**config.mk**
```make
export PLATFORM = sky130hd
export DESIGN_NAME = serial_shifter_flat
export DESIGN_NICKNAME = d
export VERILOG_FILES = /design/src/rtl/serial_shifter_pkg.sv /design/src/rtl/serial_shifter_if.sv /design/src/rtl/serial_shifter_shift_step.sv /design/src/rtl/serial_shifter.sv /design/src/flat_wrapper.sv
export SDC_FILE = /design/constraint.sdc
export NUM_CORES = 1
export LEC_CHECK = 0
export ABC_AREA = 1
export CORE_MARGIN = 2
export CORE_UTILIZATION = 48
export CTS_CLUSTER_SIZE = 10
export DETAILED_ROUTE_END_ITERATION = 8
export PLACE_DENSITY = 0.81
export SETUP_SLACK_MARGIN = 0.05
export SYNTH_ARGS = -nofsm -noshare
export SYNTH_HDL_FRONTEND = slang
export SYNTH_SLANG_ARGS = --single-unit
export TNS_END_PERCENT = 20
```
**constraint.sdc**
```tcl
create_clock -name clk -period 1.4 [get_ports clk]
set_input_delay 0.28 -clock clk [delete_from_list [all_inputs] [get_ports clk]]
set_output_delay 0.28 -clock clk [all_outputs]
set_load 0.02 [all_outputs]
```
**src/rtl/serial_shifter_pkg.sv**
```systemverilog
// Shared constants, FSM state type and step helper for the serial shifter.
package shifter_pkg;

  localparam int WIDTH = 32;
  localparam int SHW   = $clog2(WIDTH);

  typedef enum logic [1:0] {
    IDLE,
    SHIFT,
    DONE
  } state_t;

  function automatic logic [SHW-1:0] step_size(input logic four);
    return four ? SHW'(4) : SHW'(1);
  endfunction

endpackage

```
**src/rtl/serial_shifter_if.sv**
```systemverilog
// Request/result bus of the serial shifter; the master issues shifts, the shifter is the slave.
interface serial_shifter_if;
  import shifter_pkg::*;

  logic             start;
  logic [WIDTH-1:0] in;
  logic [SHW-1:0]   how_many;
  logic             dir;
  logic             arithmetic;
  logic             busy;
  logic             done;
  logic [WIDTH-1:0] out;

  modport master (
    output start, in, how_many, dir, arithmetic,
    input  busy, done, out
  );

  modport slave (
    input  start, in, how_many, dir, arithmetic,
    output busy, done, out
  );

endinterface

```
**src/rtl/serial_shifter_shift_step.sv**
```systemverilog
// One combinational shift step of 1 or 4 bits; the vacated bits are zero or the latched sign.
module shift_step
  import shifter_pkg::*;
(
  input  logic [WIDTH-1:0] data,
  input  logic             dir,
  input  logic             arithmetic,
  input  logic             sign,
  input  logic             four,
  output logic [WIDTH-1:0] result
);

  logic fill;

  // Sign fill applies only to arithmetic right shifts; every other case shifts in zeros.
  always_comb begin
    fill   = dir & arithmetic & sign;
    result = data;
    if (!dir) begin
      result = four ? {data[WIDTH-5:0], 4'b0000} : {data[WIDTH-2:0], 1'b0};
    end else begin
      result = four ? {{4{fill}}, data[WIDTH-1:4]} : {fill, data[WIDTH-1:1]};
    end
  end

endmodule

```
**src/rtl/serial_shifter.sv**
```systemverilog
// Multi-cycle serial shifter implementing RV32I SLL/SRL/SRA one small step per clock.
// Define SERIAL_SHIFTER_FAST_EN to step 4 bits per cycle while at least 4 remain.
module serial_shifter #(
  parameter int WIDTH = 32
) (
  input  logic            clk,
  input  logic            rst_n,
  serial_shifter_if.slave bus
);
  import shifter_pkg::*;

  localparam int SHW = $clog2(WIDTH);

  state_t           state_q, state_d;
  logic [WIDTH-1:0] data_q, data_d, step_out;
  logic [SHW-1:0]   count_q, count_d, step;
  logic             dir_q, dir_d;
  logic             arith_q, arith_d;
  logic             sign_q, sign_d;
  logic             use_four;

`ifdef SERIAL_SHIFTER_FAST_EN
  assign use_four = (count_q >= SHW'(4));
`else
  assign use_four = 1'b0;
`endif

  assign step = step_size(use_four);

  shift_step u_step (
    .data       (data_q),
    .dir        (dir_q),
    .arithmetic (arith_q),
    .sign       (sign_q),
    .four       (use_four),
    .result     (step_out)
  );

  always_ff @(posedge clk or negedge rst_n) begin
    if (!rst_n) begin
      state_q <= IDLE;
      data_q  <= '0;
      count_q <= '0;
      dir_q   <= 1'b0;
      arith_q <= 1'b0;
      sign_q  <= 1'b0;
    end else begin
      state_q <= state_d;
      data_q  <= data_d;
      count_q <= count_d;
      dir_q   <= dir_d;
      arith_q <= arith_d;
      sign_q  <= sign_d;
    end
  end

  // DONE accepts a new start exactly like IDLE, which gives back-to-back operation.
  always_comb begin
    state_d = state_q;
    data_d  = data_q;
    count_d = count_q;
    dir_d   = dir_q;
    arith_d = arith_q;
    sign_d  = sign_q;
    case (state_q)
      IDLE, DONE: begin
        state_d = IDLE;
        if (bus.start) begin
          data_d  = bus.in;
          count_d = bus.how_many;
          dir_d   = bus.dir;
          arith_d = bus.arithmetic;
          sign_d  = bus.in[WIDTH-1];
          state_d = (bus.how_many != '0) ? SHIFT : DONE;
        end
      end
      SHIFT: begin
        data_d  = step_out;
        count_d = count_q - step;
        if (count_d == '0) begin
          state_d = DONE;
        end
      end
      default: state_d = IDLE;
    endcase
  end

  assign bus.busy = (state_q == SHIFT);
  assign bus.done = (state_q == DONE);
  assign bus.out  = data_q;

endmodule

```
**src/flat_wrapper.sv**
```systemverilog
// flat-port wrapper written by rule: the top's interface ports become plain ports
module serial_shifter_flat import shifter_pkg::*;
#(
  parameter int WIDTH = 32
)
  (clk, rst_n, bus_start, bus_in, bus_how_many, bus_dir, bus_arithmetic, bus_busy, bus_done, bus_out);
  serial_shifter_if bus_i ();
  input  logic clk;
  input  logic rst_n;
  input wire logic [$bits(bus_i.start)-1:0] bus_start;
  input wire logic [$bits(bus_i.in)-1:0] bus_in;
  input wire logic [$bits(bus_i.how_many)-1:0] bus_how_many;
  input wire logic [$bits(bus_i.dir)-1:0] bus_dir;
  input wire logic [$bits(bus_i.arithmetic)-1:0] bus_arithmetic;
  output wire logic [$bits(bus_i.busy)-1:0] bus_busy;
  output wire logic [$bits(bus_i.done)-1:0] bus_done;
  output wire logic [$bits(bus_i.out)-1:0] bus_out;
  assign bus_i.start = bus_start;
  assign bus_i.in = bus_in;
  assign bus_i.how_many = bus_how_many;
  assign bus_i.dir = bus_dir;
  assign bus_i.arithmetic = bus_arithmetic;
  assign bus_busy = bus_i.busy;
  assign bus_done = bus_i.done;
  assign bus_out = bus_i.out;
  serial_shifter #(.WIDTH(WIDTH)) u_core (.clk(clk), .rst_n(rst_n), .bus(bus_i));
endmodule
```
==> run_results.csv <==
group,metric,value,unit
timing,final-setup-viol-count,0,
timing,maxSlewViolCount,0,
global_route,grt_max_degree,43,
clocking,cts_tree,"built",
clocking,path_clk_slew,0.08,ns
global_route,grt_pass1_wl,10700,um
synth,synth_cell_type_count,24,
drt,finalWirelength,6490,um
setup_path,crit_arrival,1.05,ns
timing,skew,0.00576,ns
clocking,ctsHtreeMaxLevel,2,
setup_path,r2r_cells,6,
status,outcome,"finished clean",
clocking,cts.sinks,42,
min_path,hp-class,"in2async",
synth,yosysTopAreaCell,"dfrtp_1",
place,routabilityCongestion,0.802,
place,place_hpwl,4520,um
setup_path,path_cells,"dlygate4sd2_1",
floorplanning,die_h,77.0,um
finish,final_util,68.1,%
synth,synth_top_area_share,41.1,%
drt,drc,0,
setup_path,slowest_delay,0.41,ns
synth,synth_area_leaders,"dfrtp_1 41%, a22oi_2 14%, o211ai_1 9.4%",
drt,ant_nets,0,
global_route,gr-total-overflow,0,
drt,first_iter_violations,138,
synth,avgSynthCellArea,9.03,um^2
finish,syn_to_final_growth,36.1,%
timing,clock.fmax,754,MHz
place,placedCellCount,419,
floorplanning,fp.dieW,77.0,um
finish,fin_area,3480,um^2
setup_path,path_max_fanout,3,
floorplanning,pin_count,76,
timing,hold_viol_final,0,
synth,netlist_area,2560,um^2
place,io_buffers,75,
timing,hold_ws,0.472,ns
setup_path,crit_required,1.12,ns
finish,fillers,424,
setup_path,setup.worst_path.start_class,"flop",
global_route,grt_pass1_vias,2285,
drt,vias,2361,
floorplanning,initial_utilization,50.0,%
synth,synth_nets,327,
flow_run,drv_cap,0,
setup_path,criticalPathCategory,"reg2out",
timing,fin_crit,1.33,ns
drt,firstDrtPassIters,4,
setup_path,crit_family,"flip-flops",
drt,drt-wirelength-per-cell,15.2,um
setup_path,critical_path_depth,1,
clocking,post_cts_buffers,0,
power,irDropWorstVdd,1490,uV
setup_path,critPathSlowestCell,"dfrtp_1",
synth,syn_inst,283,
setup_path,reg2reg_slack,0.09,ns
setup_path,critPathCaptureType,"primary output",
timing,slew_headroom,81.2,%
setup_path,critPathBufInv,1,
clocking,clkLatencyLatePin,0.30,ns
timing,finalCritPeriodShare,94.7,%
place,place_area,3370,um^2
clocking,numCtsBuffers,5,
floorplanning,rows,26,
floorplanning,core_area,5110,um^2
power,power_density,2490,nW/um^2
timing,rsz0062_at_grt,"yes",
clocking,root_buffer,"clkbuf_8",
clocking,clockBufferDepth,2,
timing,tightest_slew,0.279,ns
global_route,antenna_found_initial,0,
synth,yosysSeqAreaShare,41.1,%
finish,final_cell_mix,"49 x nand2_1, 41 x inv_1, 41 x dfrtp_1",
finish,layout.nets,401,
global_route,grt_usage,22.1,%
finish,drive_above_1_share,17.6,%
floorplanning,dieArea,5930,um^2
finish,final_cells,428,
synth,synth-seq-cells,42,
synth,ys_warn_count,0,
power,leakagePower,1.57,nW
finish,final_common_cell,"nand2_1",
finish,antenna_cells,0,
power,p_total,8.66,mW
drt,viasPerCell,5.52,
[Yosys cell counts]
| master | count |
|---|---|
| nand2_1 | 49 |
| dfrtp_1 | 42 |
| inv_1 | 42 |
| o21ai_0 | 34 |
| o211ai_1 | 32 |
| a22oi_2 | 29 |
| buf_2 | 8 |
| nor2_1 | 8 |
| buf_6 | 7 |
| nand3_1 | 7 |
| buf_4 | 3 |
| nand2_4 | 3 |
| o221ai_1 | 3 |
| a21oi_1 | 2 |
| clkbuf_1 | 2 |
| ha_1 | 2 |
| nand4_1 | 2 |
| o21ai_2 | 2 |
| a22oi_1 | 1 |
| buf_12 | 1 |
| inv_2 | 1 |
| inv_4 | 1 |
| inv_6 | 1 |
| o21ai_1 | 1 |
[per-layer routing]
layer | up-vias | part of all wire (%) | track usage (%) | wire length, um
met5 | - | 0 | 0 | 0
met2 | 92 | 51 | 36.7 | 3310
met1 | 1140 | 41 | 29.4 | 2640
met4 | 0 | 1.2 | 5.54 | 76
met3 | 8 | 7.2 | 5.06 | 470
li1 | 1121 | - | - | -
[worst register-to-register path, stage by stage, from the launching register on]
cell     delay [ns]
dfrtp_1        0.42
buf_4          0.15
inv_2          0.05
nand2_4        0.08
buf_12         0.16
o21ai_0        0.25
a22oi_2        0.09
[final timing paths]
path	startpoint	end
setup / recovery	u_core.bus.out[13]	bus_out[13]
hold / removal	rst_n	u_core.state_q[1]
setup reg to reg	u_core.state_q[0]	u_core.bus.out[22]
hold reg to reg	u_core.sign_q	u_core.sign_q
max in group asynchronous	rst_n	u_core.dir_q
min in group clk	u_core.sign_q	u_core.sign_q
[power by group]
| part | switching [mW] | internal, mW | total [mW] |
|---|---|---|---|
| Sequential | 0.560 | 1.88 | 2.44 |
| Clock | 0.422 | 0.498 | 0.920 |
| Combinational | 3.09 | 2.22 | 5.30 |
[cell families (layout without fill, tap and decap cells)]
kind of cell               count (synthesis)  in the layout  share of synthesized area (%)
adders and majority gates                  2              2                          0.979
buffers and inverters                     66            141                           13.5
and+or+nand+nor                           69             69                           11.6
DFF                                       42             42                           41.1
AOI/OAI and AO/OA                        104            104                           32.8
[through the flow]
stage               setup slack [ns]  TNS [ns]
floorplan                      0.258         0
global placement              -0.130     -3.77
detailed placement            -0.179     -4.47
CTS                           0.0572         0
global route                  0.0206         0
finish                        0.0735         0
[area by class of cell]
type / instances / area [um^2] / share of cell area (%)
inverters: 45 / 184 / 5.29
well taps: 70 / 87.6 / 2.52
multi-input cells: 175 / 1160 / 33.4
repair buffers: 88 / 882 / 25.4
flip-flops and latches: 42 / 1050 / 30.3
clock buffers: 8 / 110 / 3.17
[sequential cells by signal, summed over array words and instances, names as in the netlist]
signal / count
u_core.bus.out: 32
u_core.count_q: 5
u_core.state_q: 2
u_core.arith_q: 1
u_core.dir_q: 1
u_core.sign_q: 1
[repair_timing]
item | in CTS | in global routing
gates resized for setup | 44 | 7
endpoints found under the hold margin | 42 | 0
hold buffers | 1 | 0
setup endpoints to repair | 70 | 29
Note: power is estimated with default switching activity, not from simulation.
